<file path="src/rtl/top_seven_seg_driver_pkg.sv">
// Shared constants for the 4-digit seven-segment driver: segment table,
// digit count and segment bit positions.
package top_seven_seg_driver_pkg;

    localparam int DIGITS = 4;

    // Segment bit positions within digit_out (active-high).
    localparam int SEG_A  = 0;
    localparam int SEG_B  = 1;
    localparam int SEG_C  = 2;
    localparam int SEG_D  = 3;
    localparam int SEG_E  = 4;
    localparam int SEG_F  = 5;
    localparam int SEG_G  = 6;
    localparam int SEG_DP = 7;

    typedef logic [1:0] digit_idx_t;
    typedef logic [3:0] nibble_t;
    typedef logic [6:0] seg_t;

    // g..a patterns for hex digits 0-F.
    localparam seg_t SEG_0 = 7'h3F;
    localparam seg_t SEG_1 = 7'h06;
    localparam seg_t SEG_2 = 7'h5B;
    localparam seg_t SEG_3 = 7'h4F;
    localparam seg_t SEG_4 = 7'h66;
    localparam seg_t SEG_5 = 7'h6D;
    localparam seg_t SEG_6 = 7'h7D;
    localparam seg_t SEG_7 = 7'h07;
    localparam seg_t SEG_8 = 7'h7F;
    localparam seg_t SEG_9 = 7'h6F;
    localparam seg_t SEG_A_HEX = 7'h77;
    localparam seg_t SEG_B_HEX = 7'h7C;
    localparam seg_t SEG_C_HEX = 7'h39;
    localparam seg_t SEG_D_HEX = 7'h5E;
    localparam seg_t SEG_E_HEX = 7'h79;
    localparam seg_t SEG_F_HEX = 7'h71;

    function automatic logic [DIGITS-1:0] digit_onehot(input digit_idx_t idx);
        return 4'b0001 << idx;
    endfunction

endpackage

</file>
<file path="src/rtl/top_seven_seg_driver_if.sv">
// Display-side bundle: nibbles and dp flags in, digit enables and segments out,
// plus the live scan index for observation.
interface top_seven_seg_driver_if;
    import top_seven_seg_driver_pkg::*;

    nibble_t               hex_0_in;
    nibble_t               hex_1_in;
    nibble_t               hex_2_in;
    nibble_t               hex_3_in;
    logic [DIGITS-1:0]     dp_in;
    logic [DIGITS-1:0]     en_disp;
    logic [7:0]            digit_out;
    digit_idx_t            dbg_scan_idx;

    // No handshake: nibbles and dp flags are sampled live every clock, and the
    // outputs are free-running registered values with no valid/ready qualifier.
    modport master (
        output hex_0_in, hex_1_in, hex_2_in, hex_3_in, dp_in,
        input  en_disp, digit_out, dbg_scan_idx
    );

    modport slave (
        input  hex_0_in, hex_1_in, hex_2_in, hex_3_in, dp_in,
        output en_disp, digit_out, dbg_scan_idx
    );

endinterface

</file>
<file path="src/rtl/top_seven_seg_driver_hex7seg_decoder.sv">
// Purely combinational 4-bit hex nibble to g..a seven-segment pattern decoder.
module hex7seg_decoder
    import top_seven_seg_driver_pkg::*;
(
    input  nibble_t hex_i,
    output seg_t    seg_o
);

    always_comb begin
        seg_o = SEG_0;
        case (hex_i)
            4'h0:    seg_o = SEG_0;
            4'h1:    seg_o = SEG_1;
            4'h2:    seg_o = SEG_2;
            4'h3:    seg_o = SEG_3;
            4'h4:    seg_o = SEG_4;
            4'h5:    seg_o = SEG_5;
            4'h6:    seg_o = SEG_6;
            4'h7:    seg_o = SEG_7;
            4'h8:    seg_o = SEG_8;
            4'h9:    seg_o = SEG_9;
            4'hA:    seg_o = SEG_A_HEX;
            4'hB:    seg_o = SEG_B_HEX;
            4'hC:    seg_o = SEG_C_HEX;
            4'hD:    seg_o = SEG_D_HEX;
            4'hE:    seg_o = SEG_E_HEX;
            4'hF:    seg_o = SEG_F_HEX;
            default: seg_o = SEG_0;
        endcase
    end

endmodule

</file>
<file path="src/rtl/top_seven_seg_driver.sv">
// Time-multiplexed 4-digit seven-segment driver with registered outputs.
// Optional leading-zero blanking is enabled by defining LEADING_ZERO_BLANK_EN.
module top_seven_seg_driver
    import top_seven_seg_driver_pkg::*;
#(
    parameter int PRESCALER_BITS = 16
) (
    input  logic                    clk,
    input  logic                    rst,
    top_seven_seg_driver_if.slave   disp
);

    logic [PRESCALER_BITS-1:0] counter_q, counter_d;
    logic [DIGITS-1:0]         en_disp_q, en_disp_d;
    logic [7:0]                digit_out_q, digit_out_d;

    digit_idx_t        idx;
    nibble_t           hex_sel;
    logic              dp_sel;
    seg_t              seg_raw;
    seg_t              seg_shown;
    logic [DIGITS-1:0] blank;

    // The top two counter bits select the digit, so each slot is a quarter scan.
    assign idx = counter_q[PRESCALER_BITS-1 -: 2];

    always_comb begin
        hex_sel = disp.hex_0_in;
        case (idx)
            2'd0:    hex_sel = disp.hex_0_in;
            2'd1:    hex_sel = disp.hex_1_in;
            2'd2:    hex_sel = disp.hex_2_in;
            2'd3:    hex_sel = disp.hex_3_in;
            default: hex_sel = disp.hex_0_in;
        endcase
    end

    assign dp_sel = disp.dp_in[idx];

    hex7seg_decoder u_decoder (
        .hex_i (hex_sel),
        .seg_o (seg_raw)
    );

`ifdef LEADING_ZERO_BLANK_EN
    // A digit is blank only if it and every digit to its left are zero;
    // digit 0 always shows so a zero value still displays "0".
    always_comb begin
        blank    = '0;
        blank[3] = (disp.hex_3_in == 4'h0);
        blank[2] = blank[3] && (disp.hex_2_in == 4'h0);
        blank[1] = blank[2] && (disp.hex_1_in == 4'h0);
    end
`else
    assign blank = '0;
`endif

    assign seg_shown = blank[idx] ? '0 : seg_raw;

    always_comb begin
        counter_d   = counter_q + {{(PRESCALER_BITS-1){1'b0}}, 1'b1};
        en_disp_d   = digit_onehot(idx);
        digit_out_d = {dp_sel, seg_shown};
    end

    always_ff @(posedge clk or negedge rst) begin
        if (!rst) begin
            counter_q   <= '0;
            en_disp_q   <= '0;
            digit_out_q <= '0;
        end else begin
            counter_q   <= counter_d;
            en_disp_q   <= en_disp_d;
            digit_out_q <= digit_out_d;
        end
    end

    assign disp.en_disp      = en_disp_q;
    assign disp.digit_out    = digit_out_q;
    assign disp.dbg_scan_idx = idx;

endmodule

</file>
<file path="src/flat_wrapper.sv">
// flat-port wrapper written by rule: the top's interface ports become plain ports
module top_seven_seg_driver_flat import top_seven_seg_driver_pkg::*;
#(
    parameter int PRESCALER_BITS = 16
)
  (clk, rst, disp_hex_0_in, disp_hex_1_in, disp_hex_2_in, disp_hex_3_in, disp_dp_in, disp_en_disp, disp_digit_out, disp_dbg_scan_idx);
  top_seven_seg_driver_if disp_i ();
  input  logic clk;
  input  logic rst;
  input wire logic [$bits(disp_i.hex_0_in)-1:0] disp_hex_0_in;
  input wire logic [$bits(disp_i.hex_1_in)-1:0] disp_hex_1_in;
  input wire logic [$bits(disp_i.hex_2_in)-1:0] disp_hex_2_in;
  input wire logic [$bits(disp_i.hex_3_in)-1:0] disp_hex_3_in;
  input wire logic [$bits(disp_i.dp_in)-1:0] disp_dp_in;
  output wire logic [$bits(disp_i.en_disp)-1:0] disp_en_disp;
  output wire logic [$bits(disp_i.digit_out)-1:0] disp_digit_out;
  output wire logic [$bits(disp_i.dbg_scan_idx)-1:0] disp_dbg_scan_idx;
  assign disp_i.hex_0_in = disp_hex_0_in;
  assign disp_i.hex_1_in = disp_hex_1_in;
  assign disp_i.hex_2_in = disp_hex_2_in;
  assign disp_i.hex_3_in = disp_hex_3_in;
  assign disp_i.dp_in = disp_dp_in;
  assign disp_en_disp = disp_i.en_disp;
  assign disp_digit_out = disp_i.digit_out;
  assign disp_dbg_scan_idx = disp_i.dbg_scan_idx;
  top_seven_seg_driver #(.PRESCALER_BITS(PRESCALER_BITS)) u_core (.clk(clk), .rst(rst), .disp(disp_i));
endmodule
</file>
<file path="config.mk">
export PLATFORM = sky130hd
export DESIGN_NAME = top_seven_seg_driver_flat
export DESIGN_NICKNAME = d
export VERILOG_FILES = /design/src/rtl/top_seven_seg_driver_pkg.sv /design/src/rtl/top_seven_seg_driver_if.sv /design/src/rtl/top_seven_seg_driver_hex7seg_decoder.sv /design/src/rtl/top_seven_seg_driver.sv /design/src/flat_wrapper.sv
export SDC_FILE = /design/constraint.sdc
export NUM_CORES = 1
export LEC_CHECK = 0
export ABC_AREA = 1
export BUFFER_PORTS_ARGS = -buffer_cell sky130_fd_sc_hd__buf_2
export CORE_ASPECT_RATIO = 1.25
export CORE_MARGIN = 4
export CORE_UTILIZATION = 52
export DETAILED_ROUTE_END_ITERATION = 7
export HOLD_SLACK_MARGIN = 0.06
export PLACE_DENSITY = 0.84
export SETUP_SLACK_MARGIN = 0.05
export SYNTH_ARGS = -nofsm -noshare
export SYNTH_HDL_FRONTEND = slang
export SYNTH_SLANG_ARGS = --single-unit
</file>
<file path="constraint.sdc">
create_clock -name clk -period 2.3 [get_ports clk]
set_input_delay 0.23 -clock clk [delete_from_list [all_inputs] [get_ports clk]]
set_output_delay 0.23 -clock clk [all_outputs]
set_load 0.02 [all_outputs]
</file>
After elaboration in Yosys (flattened, before gate mapping)
Memory sizes are Yosys's and may differ from the RTL's. A register that Yosys moved wholly into a read port is not among the register bits.
Index checks and enable logic that the tools add are counted.
{"block": "totals", "register_bits": 28, "romBits": 112, "out_inout_bits": 14, "wordCells": 18, "memories": 1}
{"memory": "(name not given)", "depth": 16, "word_bits": 7, "rd": 1, "rd_clocked_by_memory_dff": 1, "wr": 0, "line_no": "top_seven_seg_driver_hex7seg_decoder.sv:11", "source": "case (hex_i)"}
{"block": "classes", "add_sub_neg": 1, "n_lt_le_gt_ge": 1, "eq_ne": 3, "n_shift": 1, "muxes": 6, "n_reduce_logical": 2}
{"operator": "16-bit by 1-bit adder with 16-bit output (second input constant)", "n": 1}
{"operator": "4-bit case mux with 4 select lines", "n": 1}
{"operator": "7-bit two-way mux", "n": 1}
{"operator": "1-bit binary-select mux with 2-bit select", "n": 2}
{"operator": "2-bit == test (second input constant)", "n": 2}
{"operator": "1-bit by 2-bit << shifter with 4-bit output (first input constant)", "n": 1}
{"operator": "2-bit by 3-bit less-than comparator with 1-bit output (second input constant)", "n": 1}
{"operator": "2-bit by 1-bit == test with 1-bit output (second input constant)", "n": 1}
{"operator": "2-bit logical NOT", "n": 1}
{"operator": "1-bit two-way mux", "n": 2}
{"operator": "1-bit logical NOT", "n": 1}

Longest topological paths before layout
{"block": "logic_depth", "word_depth": 3, "depth_mapped": 13, "mapped_depth_nobuf": 12}

By module
Synthesis repeated with hierarchy kept, for this count alone.
{"block": "hier_totals", "hier_cells": 183, "hier_area_um2": 1477.7}
{"module": "top_seven_seg_driver", "n_inst": 1, "cells_each": 131, "area_per_inst_um2": 1207.4, "seq_area_each_um2": 700.7}
{"module": "hex7seg_decoder", "n_inst": 1, "cells_each": 52, "area_per_inst_um2": 270.3, "seq_area_each_um2": 0.0}

Least setup slack after synthesis
Ideal clock, no wire load.
{"block": "synth_path", "kind": "flip-flop to flip-flop", "from": "register u_core.counter_q[14]", "to": "register u_core.digit_out_q[3] (netlist: u_core.disp.digit_out[3])", "setup_time_ps": 117, "t_arrival_ps": 1732, "required_ps": 2183, "setup_slack_ps": 452, "path_stages_with_launch": 12, "period_less_slack_ps": 1848, "path_cell_list": "dfrtp_1 buf_4 nor2_4 inv_2 or2_2 nand2_1 inv_1 ha_1 nand3_1 nand2_1 nand2_1 nand2_1"}
{"block": "synth_between", "elab_chain_cells": 2}
{"element": "from (decl)", "line_no": "top_seven_seg_driver.sv:13", "source": "logic [PRESCALER_BITS-1:0] counter_q, counter_d;"}
{"element": "from (signal assigned)", "line_no": "top_seven_seg_driver.sv:72", "source": "counter_q <= counter_d;"}
{"element": "2-bit == test (tied with other cells)", "line_no": "top_seven_seg_driver.sv:29", "source": "case (idx)"}
{"element": "4-bit case mux with 4 select lines (*)", "line_no": "top_seven_seg_driver.sv:29"}
{"element": "to (decl)", "line_no": "top_seven_seg_driver.sv:15", "source": "logic [7:0] digit_out_q, digit_out_d;"}
Mark *: on every way between the ends. The rest lies on a longest branch, timed or not.

Worst setup path in the final report
{"block": "layout_path", "from": "register u_core.counter_q[15]", "to": "register u_core.digit_out_q[3] (netlist: u_core.disp.digit_out[3])"}
Same word-level chain as after synthesis.

==> impl_metrics.json <==
{
  "synth.cell_area_mm2": 0.00150,
  "dpl.cell_count": 238,
  "critPathKind": "register to register",
  "gp_congestion": 0.853,
  "num_vias": 1177,
  "clockRootBuffer": "clkbuf_4",
  "worstSetupStartpoint": "u_core.counter_q[15]",
  "power.leakage_nw": 0.912,
  "setup_ws_ps": 259,
  "cp.required_ps": 2570,
  "syn-instance-count": 173,
  "clk_pin_slew_ps": 140,
  "final_cell_count_no_fill": 243,
  "overflow": 0,
  "die_w_um": 56,
  "cp-start-kind": "register",
  "worst_clock_skew_ps": 4.57,
  "cts_buffers": 3,
  "finalCoreUtilization_pct": 63.4,
  "clockBufferDepth": 2,
  "drc": 0,
  "tightest_slew_ps": 585,
  "power_frac_clock_pct": 27.1,
  "pwr-share-comb_pct": 12.8,
  "pin_count": 36,
  "crit_end": "u_core.disp.digit_out[3]",
  "synth_cell_types": 24,
  "htreeDepth": 1,
  "reg2reg_to": "u_core.disp.digit_out[3]",
  "slew_viol_final": 0,
  "antenna_cells": 0,
  "period_share_pct": 88.7,
  "cp_max_fo": 7,
  "grt_pass1_vias": 1195,
  "syn_area_per_cell_um2": 8.66,
  "initial_core_util_pct": 54.8,
  "hold_viol": 0,
  "nFillCells": 247,
  "design_area_mm2": 0.00173,
  "place_area_mm2": 0.00169,
  "dieArea_mm2": 0.00381,
  "rows": 21,
  "seqPwrFrac_pct": 60.2,
  "syn_nets": 203,
  "critPathCaptureType": "register",
  "power.switching_mw": 0.201,
  "antenna_found_initial": 0,
  "swShare_pct": 23.9,
  "maxCapViolations": 0,
  "fmax_mhz": 490,
  "dp_hpwl_um": 2260,
  "ys_ff_latch": 28,
  "r2r_cells": 10,
  "grt_max_degree": 29,
  "wl_um": 2780,
  "regToRegStartpoint": "u_core.counter_q[15]",
  "grt_usage_pct": 16.5,
  "first_iter_violations": 28,
  "drive_gt1_share_pct": 24.4,
  "area_delta_synth_final_pct": 15.7,
  "cts.sinks": 28,
  "whs_ps": 141,
  "cp_data_arrival_time_ps": 2310,
  "intPower_mw": 0.641,
  "drt-wirelength-per-cell_um": 11.4,
  "ys_seq_area_share_pct": 46.8,
  "synth_warnings": 0,
  "regToRegSetupSlack_ps": 260,
  "power.total_mw": 0.842,
  "fin_nets": 240,
  "pre_cts_slack_ps": 268,
  "setup_viol": 0,
  "tns_ps": 0,
  "insertion_delay_ps": 320,
  "p_per_area_mw_per_mm2": 486,
  "rsz0062_at_grt": "no",
  "ant_nets": 0,
  "hold_path.class": "input port to register",
  "cts_tree": "yes",
  "grt_pass1_wl_um": 4930,
  "relSlewSlack_pct": 61.0,
  "min_period_ps": 2040,
  "vdd_drop_max_v": 0.000230,
  "first_pass_iters": 4,
  "coreArea_mm2": 0.00273,
  "die_y_um": 68,
  "via_per_inst": 4.84,
  "status": "finished clean",
  "port_buffers": 35
}
worst min path at each step:
stage,start,depth (start not counted),endpoint
floorplan,rst,0,u_core.counter_q[0]
global placement,rst,1,u_core.counter_q[12]
detailed placement,rst,1,u_core.counter_q[7]
CTS,disp_dp_in[3],3,u_core.disp.digit_out[7]
global route,disp_dp_in[3],3,u_core.disp.digit_out[7]
finish,disp_dp_in[2],3,u_core.disp.digit_out[7]
what timing repair did:
item | in CTS | in global routing
endpoints found under the setup margin | 0 | 3
hold endpoints to repair | 28 | 0
hold buffers | 1 | 0
setup buffers | 0 | 0
gates resized for setup | 0 | 1
final cells by class:
| type | count | area, um^2 | share of cell area, % |
|---|---|---|---|
| Multi-Input combinational cell | 124 | 703 | 40.6 |
| Sequential cell | 28 | 702 | 40.5 |
| Timing Repair Buffer | 36 | 185 | 10.7 |
| Inverter | 17 | 63.8 | 3.68 |
| Tap cell | 34 | 42.5 | 2.45 |
| Clock buffer | 4 | 36.3 | 2.09 |
layout by cell type, fill, tap and decap left out:
master,instances
nor2_1,12
xnor2_1,3
or2_2,1
inv_1,14
o21ai_1,2
o21ai_2,1
nand2_2,2
nor3_1,3
a22oi_1,1
nor2_4,2
nand4_1,2
nand3_4,1
or2_0,1
nand3_1,19
nand2_8,1
dfrtp_2,1
clkbuf_8,1
buf_2,35
o21ai_0,2
nand3b_1,1
nand2_1,51
dlygate4sd3_1,1
dfrtp_1,27
a21oi_1,2
inv_2,3
ha_1,8
xor2_1,9
clkbuf_4,3
cell families (layout without fill, tap and decap cells):
kind of cell	Yosys count	in the layout	share of synthesized area, %
simple gates	96	96	30.2
flops	28	28	46.8
buf+inv	21	57	6.27
xor+xnor	12	12	7.02
fa+ha+maj	8	8	6.68
compound gates	8	8	3.09
Yosys cell counts:
cell / count / area share [%]
nor2_4: 2 / 1.5
nand4_1: 2 / 0.84
nor2_1: 12 / 3.0
nand2_8: 1 / 1.3
xor2_1: 9 / 5.3
nand3_4: 1 / 1.2
inv_1: 14 / 3.5
buf_4: 4 / 2.0
o21ai_1: 2 / 0.67
or2_0: 1 / 0.42
nand2_2: 2 / 0.84
dfrtp_1: 28 / 47
nand3b_1: 1 / 0.50
nand3_1: 19 / 6.3
nor3_1: 3 / 1.0
inv_2: 3 / 0.75
a22oi_1: 1 / 0.50
o21ai_0: 2 / 0.67
ha_1: 8 / 6.7
a21oi_1: 2 / 0.67
nand2_1: 51 / 13
xnor2_1: 3 / 1.8
o21ai_2: 1 / 0.58
or2_2: 1 / 0.42
layer usage:
layer,global-route usage [%],part of all wire [%],up-vias
li1,-,-,611
met1,18.5,43,536
met2,31.6,52,28
met3,0.566,3.5,2
met4,9.79,1.5,0
met5,0,0,-
state kept, by name, indices dropped and copies added, names as in the netlist:
name                   cells
u_core.disp.en_disp        4
u_core.counter_q          16
u_core.disp.digit_out      8
power by group through the flow:
stage	logic [mW]	clock network, mW	registers [mW]
floorplan	0.0434	0	0.532
global route	0.122	0.259	0.508
CTS	0.108	0.242	0.507
global placement	0.104	0	0.516
finish	0.108	0.228	0.507
detailed placement	0.107	0	0.516
critical path: stages (launching register included):
cell	delay, ps
dfrtp_1	500
nor2_4	190
inv_2	60
or2_2	280
nand2_1	190
inv_1	110
ha_1	210
nand3b_1	200
nand2_1	140
nand2_1	60
nand2_1	50
(Power assumes the default switching activity.)
